### config.mk
export PLATFORM = sky130hd
export DESIGN_NAME = mult_share_arbiter_flat
export DESIGN_NICKNAME = d
export VERILOG_FILES = /design/src/rtl/mult_share_if.sv /design/src/rtl/mult_share_arbiter.sv /design/src/flat_wrapper.sv
export SDC_FILE = /design/constraint.sdc
export NUM_CORES = 1
export LEC_CHECK = 0
export CAP_MARGIN = 0
export CORE_MARGIN = 2
export CORE_UTILIZATION = 39
export CTS_CLUSTER_DIAMETER = 40
export CTS_CLUSTER_SIZE = 40
export DETAILED_ROUTE_END_ITERATION = 16
export PLACE_DENSITY = 0.81
export SLEW_MARGIN = 20
export SYNTH_ARGS = -nofsm -noshare
export SYNTH_HDL_FRONTEND = slang
export SYNTH_SLANG_ARGS = --single-unit
export TNS_END_PERCENT = 30
### constraint.sdc
create_clock -name clk -period 3.1 [get_ports clk]
set_input_delay 0.93 -clock clk [delete_from_list [all_inputs] [get_ports clk]]
set_output_delay 0.93 -clock clk [all_outputs]
set_load 0.02 [all_outputs]
### src/rtl/mult_share_if.sv
// Request/response bundle between client engines and the shared-multiplier arbiter.
interface mult_share_if #(
  parameter int NREQ = 4,
  parameter int IDW  = 2
);
  logic [NREQ-1:0]   req_valid;
  logic [NREQ-1:0]   req_ready;
  logic [8*NREQ-1:0] req_a;
  logic [8*NREQ-1:0] req_b;
  logic              rsp_valid;
  logic              rsp_ready;
  logic [15:0]       rsp_data;
  logic [IDW-1:0]    rsp_id;

  modport master (
    output req_valid, req_a, req_b, rsp_ready,
    input  req_ready, rsp_valid, rsp_data, rsp_id
  );

  modport slave (
    input  req_valid, req_a, req_b, rsp_ready,
    output req_ready, rsp_valid, rsp_data, rsp_id
  );
endinterface

### src/rtl/mult_share_arbiter.sv
// Round-robin sharing of one external 8x8 combinational multiplier among NREQ clients.
// Define MULT_SHARE_FIXED_PRIO_EN for fixed lowest-index-wins priority instead of round-robin.
module mult_share_arbiter #(
  parameter int NREQ = 4,
  parameter int IDW  = 2
) (
  input  logic        clk,
  input  logic        rst,
  mult_share_if.slave bus,
  output logic [7:0]  mul_a,
  output logic [7:0]  mul_b,
  input  logic [15:0] mul_p,
  output logic        busy
);

  generate
    if (NREQ < 2 || NREQ > 16) begin : g_bad_nreq
      $error("mult_share_arbiter: NREQ must be in 2..16");
    end
    if (IDW != $clog2(NREQ)) begin : g_bad_idw
      $error("mult_share_arbiter: IDW must equal clog2(NREQ)");
    end
  endgenerate

  typedef enum logic [1:0] {IDLE = 2'd0, MUL = 2'd1, RESP = 2'd2} state_t;

  state_t         state_reg, state_next;
  logic [IDW-1:0] id_reg;
  logic           rsp_valid_reg;
  logic [15:0]    rsp_data_reg;
  logic [IDW-1:0] rsp_id_reg;
  logic           window;
  logic           found;
  logic           accept;
  logic [IDW-1:0] winner;
  logic [IDW-1:0] cand;

`ifdef MULT_SHARE_FIXED_PRIO_EN
  // Descending scan so the lowest valid index is the last (winning) assignment.
  always_comb begin
    found  = 1'b0;
    winner = '0;
    cand   = '0;
    for (int k = NREQ - 1; k >= 0; k--) begin
      cand = IDW'(k);
      if (bus.req_valid[cand]) begin
        found  = 1'b1;
        winner = cand;
      end
    end
  end
`else
  logic [IDW-1:0] ptr_reg;

  // Scan from ptr+NREQ down to ptr+1 so the first valid after ptr wins.
  always_comb begin
    found  = 1'b0;
    winner = '0;
    cand   = '0;
    for (int k = NREQ; k >= 1; k--) begin
      cand = IDW'((int'(ptr_reg) + k) % NREQ);
      if (bus.req_valid[cand]) begin
        found  = 1'b1;
        winner = cand;
      end
    end
  end

  always_ff @(posedge clk or posedge rst) begin
    if (rst) begin
      ptr_reg <= IDW'(NREQ - 1);
    end else if (accept) begin
      ptr_reg <= winner;
    end
  end
`endif

  assign window = (state_reg == IDLE) || (state_reg == RESP && bus.rsp_ready);
  assign accept = window && found;

  genvar gi;
  generate
    for (gi = 0; gi < NREQ; gi++) begin : g_grant
      assign bus.req_ready[gi] = !rst && accept && (winner == IDW'(gi));
    end
  endgenerate

  always_ff @(posedge clk or posedge rst) begin
    if (rst) begin
      state_reg <= IDLE;
    end else begin
      state_reg <= state_next;
    end
  end

  always_comb begin
    state_next = state_reg;
    case (state_reg)
      IDLE:    if (accept) state_next = MUL;
      MUL:     state_next = RESP;
      RESP:    if (bus.rsp_ready) state_next = accept ? MUL : IDLE;
      default: state_next = IDLE;
    endcase
  end

  always_ff @(posedge clk or posedge rst) begin
    if (rst) begin
      mul_a         <= '0;
      mul_b         <= '0;
      id_reg        <= '0;
      rsp_valid_reg <= 1'b0;
      rsp_data_reg  <= '0;
      rsp_id_reg    <= '0;
    end else begin
      if (accept) begin
        mul_a  <= bus.req_a[8*winner +: 8];
        mul_b  <= bus.req_b[8*winner +: 8];
        id_reg <= winner;
      end
      if (state_reg == MUL) begin
        rsp_data_reg  <= mul_p;
        rsp_id_reg    <= id_reg;
        rsp_valid_reg <= 1'b1;
      end else if (state_reg == RESP && bus.rsp_ready) begin
        rsp_valid_reg <= 1'b0;
      end
    end
  end

  assign bus.rsp_valid = rsp_valid_reg;
  assign bus.rsp_data  = rsp_data_reg;
  assign bus.rsp_id    = rsp_id_reg;
  assign busy          = (state_reg != IDLE);

endmodule

### src/flat_wrapper.sv
// flat-port wrapper written by rule: the top's interface ports become plain ports
module mult_share_arbiter_flat 
#(
  parameter int NREQ = 4,
  parameter int IDW  = 2
)
  (clk, rst, mul_a, mul_b, mul_p, busy, bus_req_valid, bus_req_a, bus_req_b, bus_rsp_ready, bus_req_ready, bus_rsp_valid, bus_rsp_data, bus_rsp_id);
  mult_share_if #(.NREQ(NREQ), .IDW(IDW)) bus_i ();
  input  logic clk;
  input  logic rst;
  output logic [7:0] mul_a;
  output logic [7:0] mul_b;
  input  logic [15:0] mul_p;
  output logic busy;
  input wire logic [$bits(bus_i.req_valid)-1:0] bus_req_valid;
  input wire logic [$bits(bus_i.req_a)-1:0] bus_req_a;
  input wire logic [$bits(bus_i.req_b)-1:0] bus_req_b;
  input wire logic [$bits(bus_i.rsp_ready)-1:0] bus_rsp_ready;
  output wire logic [$bits(bus_i.req_ready)-1:0] bus_req_ready;
  output wire logic [$bits(bus_i.rsp_valid)-1:0] bus_rsp_valid;
  output wire logic [$bits(bus_i.rsp_data)-1:0] bus_rsp_data;
  output wire logic [$bits(bus_i.rsp_id)-1:0] bus_rsp_id;
  assign bus_i.req_valid = bus_req_valid;
  assign bus_i.req_a = bus_req_a;
  assign bus_i.req_b = bus_req_b;
  assign bus_i.rsp_ready = bus_rsp_ready;
  assign bus_req_ready = bus_i.req_ready;
  assign bus_rsp_valid = bus_i.rsp_valid;
  assign bus_rsp_data = bus_i.rsp_data;
  assign bus_rsp_id = bus_i.rsp_id;
  mult_share_arbiter #(.NREQ(NREQ), .IDW(IDW)) u_core (.clk(clk), .rst(rst), .bus(bus_i), .mul_a(mul_a), .mul_b(mul_b), .mul_p(mul_p), .busy(busy));
endmodule
==> impl_metrics.json <==
{
  "cp.required_ps": 2170,
  "critical_path.cell_chain": "dlygate4sd2_1 -> buf_4 -> a2bb2oi_1 -> a2bb2oi_2 -> nor4_4 -> buf_4",
  "ys_async_sr_fraction_pct": 100,
  "multi_input_area_um2": 1180,
  "ys.flop_type": "dfrtp_1",
  "status": "finished, final reports clean",
  "worstSkewPairLatency_ps": 290,
  "synth-seq-cells": 41,
  "syn_to_final_growth_pct": 72.0,
  "maxCapViolCount": 0,
  "core_um2": 5570,
  "root_buffer": "clkbuf_8",
  "synth_nets": 316,
  "cpPeakStageDelay_ps": 270,
  "irDropWorstVdd_mv": 0.496,
  "finalSetupViolations": 0,
  "initial_core_util_pct": 40.8,
  "worstSetupEndpointType": "output port",
  "first_global_vias": 2435,
  "yosys.area.top_type": "dfrtp_1",
  "grt_use_total_pct": 23.1,
  "fmax_mhz": 329,
  "setup_tns_ps": 0,
  "crit_top_cell": "buf_4",
  "hold_path.class": "flop to flop",
  "dr.pass1.iters": 4,
  "synth_area_per_cell_um2": 9.92,
  "synth_commonest_cells": "39 x dfrtp_1, 23 x nor2_1, 19 x o21ai_0",
  "hpwl_mm": 5.51,
  "finalCriticalPeriod_ps": 3040,
  "stdcell_count": 448,
  "gp_congestion": 0.815,
  "cp-start-kind": "input pin",
  "placed_area_um2": 3720,
  "synth-seq-area-share_pct": 45.3,
  "path_delay_family": "buffers and inverters",
  "netlist_instances": 229,
  "antenna_found_initial": 0,
  "yosys_warnings": 0,
  "worstMarginPinSlew_ps": 883,
  "cp.arrival_ps": 2110,
  "dieHeight_um": 80.3,
  "fillCellCount": 458,
  "die-area_um2": 6450,
  "rsz0062_at_grt": "no",
  "ant_nets": 0,
  "path_class": "input pin to output port",
  "ys_top_cells_by_area": "dfrtp_1 43%, mux2_2 8.9%, a21o_1 5.6%",
  "path_clk_slew_ps": 80,
  "n_antenna_cell": 0,
  "rows": 27,
  "tritoncts": "yes",
  "dp.cells": 436,
  "p_leak_nw": 1.63,
  "drtIter0Drc": 104,
  "path_max_fanout": 4,
  "clk_path_buf_depth": 2,
  "finalHoldViolations": 0,
  "fin_skew_ps": 6.78,
  "synthMostInstantiatedCell": "dfrtp_1",
  "synth-edff-count": 0,
  "synth_top_area_share_pct": 43.0,
  "htreeDepth": 2,
  "largest_reg_flops": 16,
  "slew-limit-headroom_pct": 40.9,
  "die_x_um": 80.3,
  "netlist_area_um2": 2270,
  "fin_crit_sh_pct": 98.1,
  "port-buffer-count": 126,
  "io-pin-count": 127,
  "drc": 0,
  "critPathBufInv": 3,
  "numCtsBuffers": 5,
  "grt_start_max_net_pins": 42,
  "grt_pass1_wl_mm": 11.4,
  "gr-total-overflow": 0,
  "wirelength_mm": 7.35,
  "cts_sinks": 41,
  "wl_per_cell_um": 16.4,
  "slowest_stage": "dlygate4sd2_1",
  "power.density_nw_per_um2": 932,
  "slew_viol_final": 0,
  "nNetsFinal": 462,
  "fin_area_um2": 3910,
  "ff_latch_area_um2": 1030,
  "drive_gt1_share_pct": 21.5,
  "viasPerCell": 5.39,
  "synth.distinct_cells": 43,
  "dr_total_vias": 2416
}
==> layout by cell type, fill, tap and decap left out, types with 3 or more instances in the layout <==
cell	count
clkdlybuf4s50_1	117
dfrtp_1	39
buf_4	32
nor2_1	23
mux2_2	18
o21ai_0	18
a21o_1	17
nand3_1	15
a21oi_1	13
nand2_1	8
a221oi_1	8
a32oi_1	8
a31oi_1	7
clkbuf_8	6
inv_1	3
==> worst paths after layout <==
check | cells after the start | to | slack (ps) | start
max | 6 | bus_req_ready[1] | 60 | bus_req_valid[3]
min | 2 | u_core.id_reg[1] | 500 | u_core.id_reg[1]
max reg2reg | 8 | u_core.mul_a[2] | 1100 | u_core.ptr_reg[0]
min reg2reg | 2 | u_core.id_reg[1] | 500 | u_core.id_reg[1]
max in group asynchronous | 3 | u_core.ptr_reg[0] | 1430 | rst
min in group asynchronous | 3 | u_core.mul_a[7] | 1300 | rst
==> power by group <==
group / switching [mW] / internal, mW / leakage [nW]
sequential: 0.194 / 0.827 / 0.471
clock: 0.181 / 0.262 / 0.0574
combinational: 1.09 / 1.09 / 1.10
==> metal layers <==
metal  global-route usage [%]  up-vias  wire length [µm]
li1                         -     1144                 -
met1                     27.0     1130              2850
met2                     41.8      130              3700
met3                     5.84       12               697
met4                     5.93        0               106
met5                        0        -                 0
==> cells by family (layout without fill, tap and decap cells) <==
family          Yosys count  count (layout)  synth area share (%)
compound gates           88              88                  27.6
simple gates             60              60                  12.7
flops                    41              41                  45.3
buf+inv                  21             168                  5.12
mux                      19              19                  9.36
==> worst min-delay path, cell delays in order, from the launching register on <==
cell and delay (ps):
dfrtp_1 350, nand2_1 50, o21ai_0 60
==> area by class of cell <==
type,count,share of cell area (%)
Multi-Input combinational cell,167,30.1
Clock inverter,2,0.960
Clock buffer,6,2.11
Inverter,5,0.480
Timing Repair Buffer,155,37.7
Tap cell,72,2.30
Sequential cell,41,26.3
==> stage by stage <==
step,power (mW),setup WS (ps),utilization [%],hold slack (ps)
global route,3.89,2.13,70.1,519
finish,3.64,59.3,70.1,501
CTS,3.63,-44.9,69.4,511
detailed placement,3.14,-541,66.8,493
floorplan,2.22,-48.5,-,444
global placement,3.08,-520,66.8,467
==> repair_timing <==
action | CTS | global route
buffers inserted | 3 | 1
pin swaps | 4 | 5
hold buffers | 0 | 0
resized for setup | 26 | 9
endpoints found under the setup margin | 4 | 4
(Power assumes the default switching activity.)
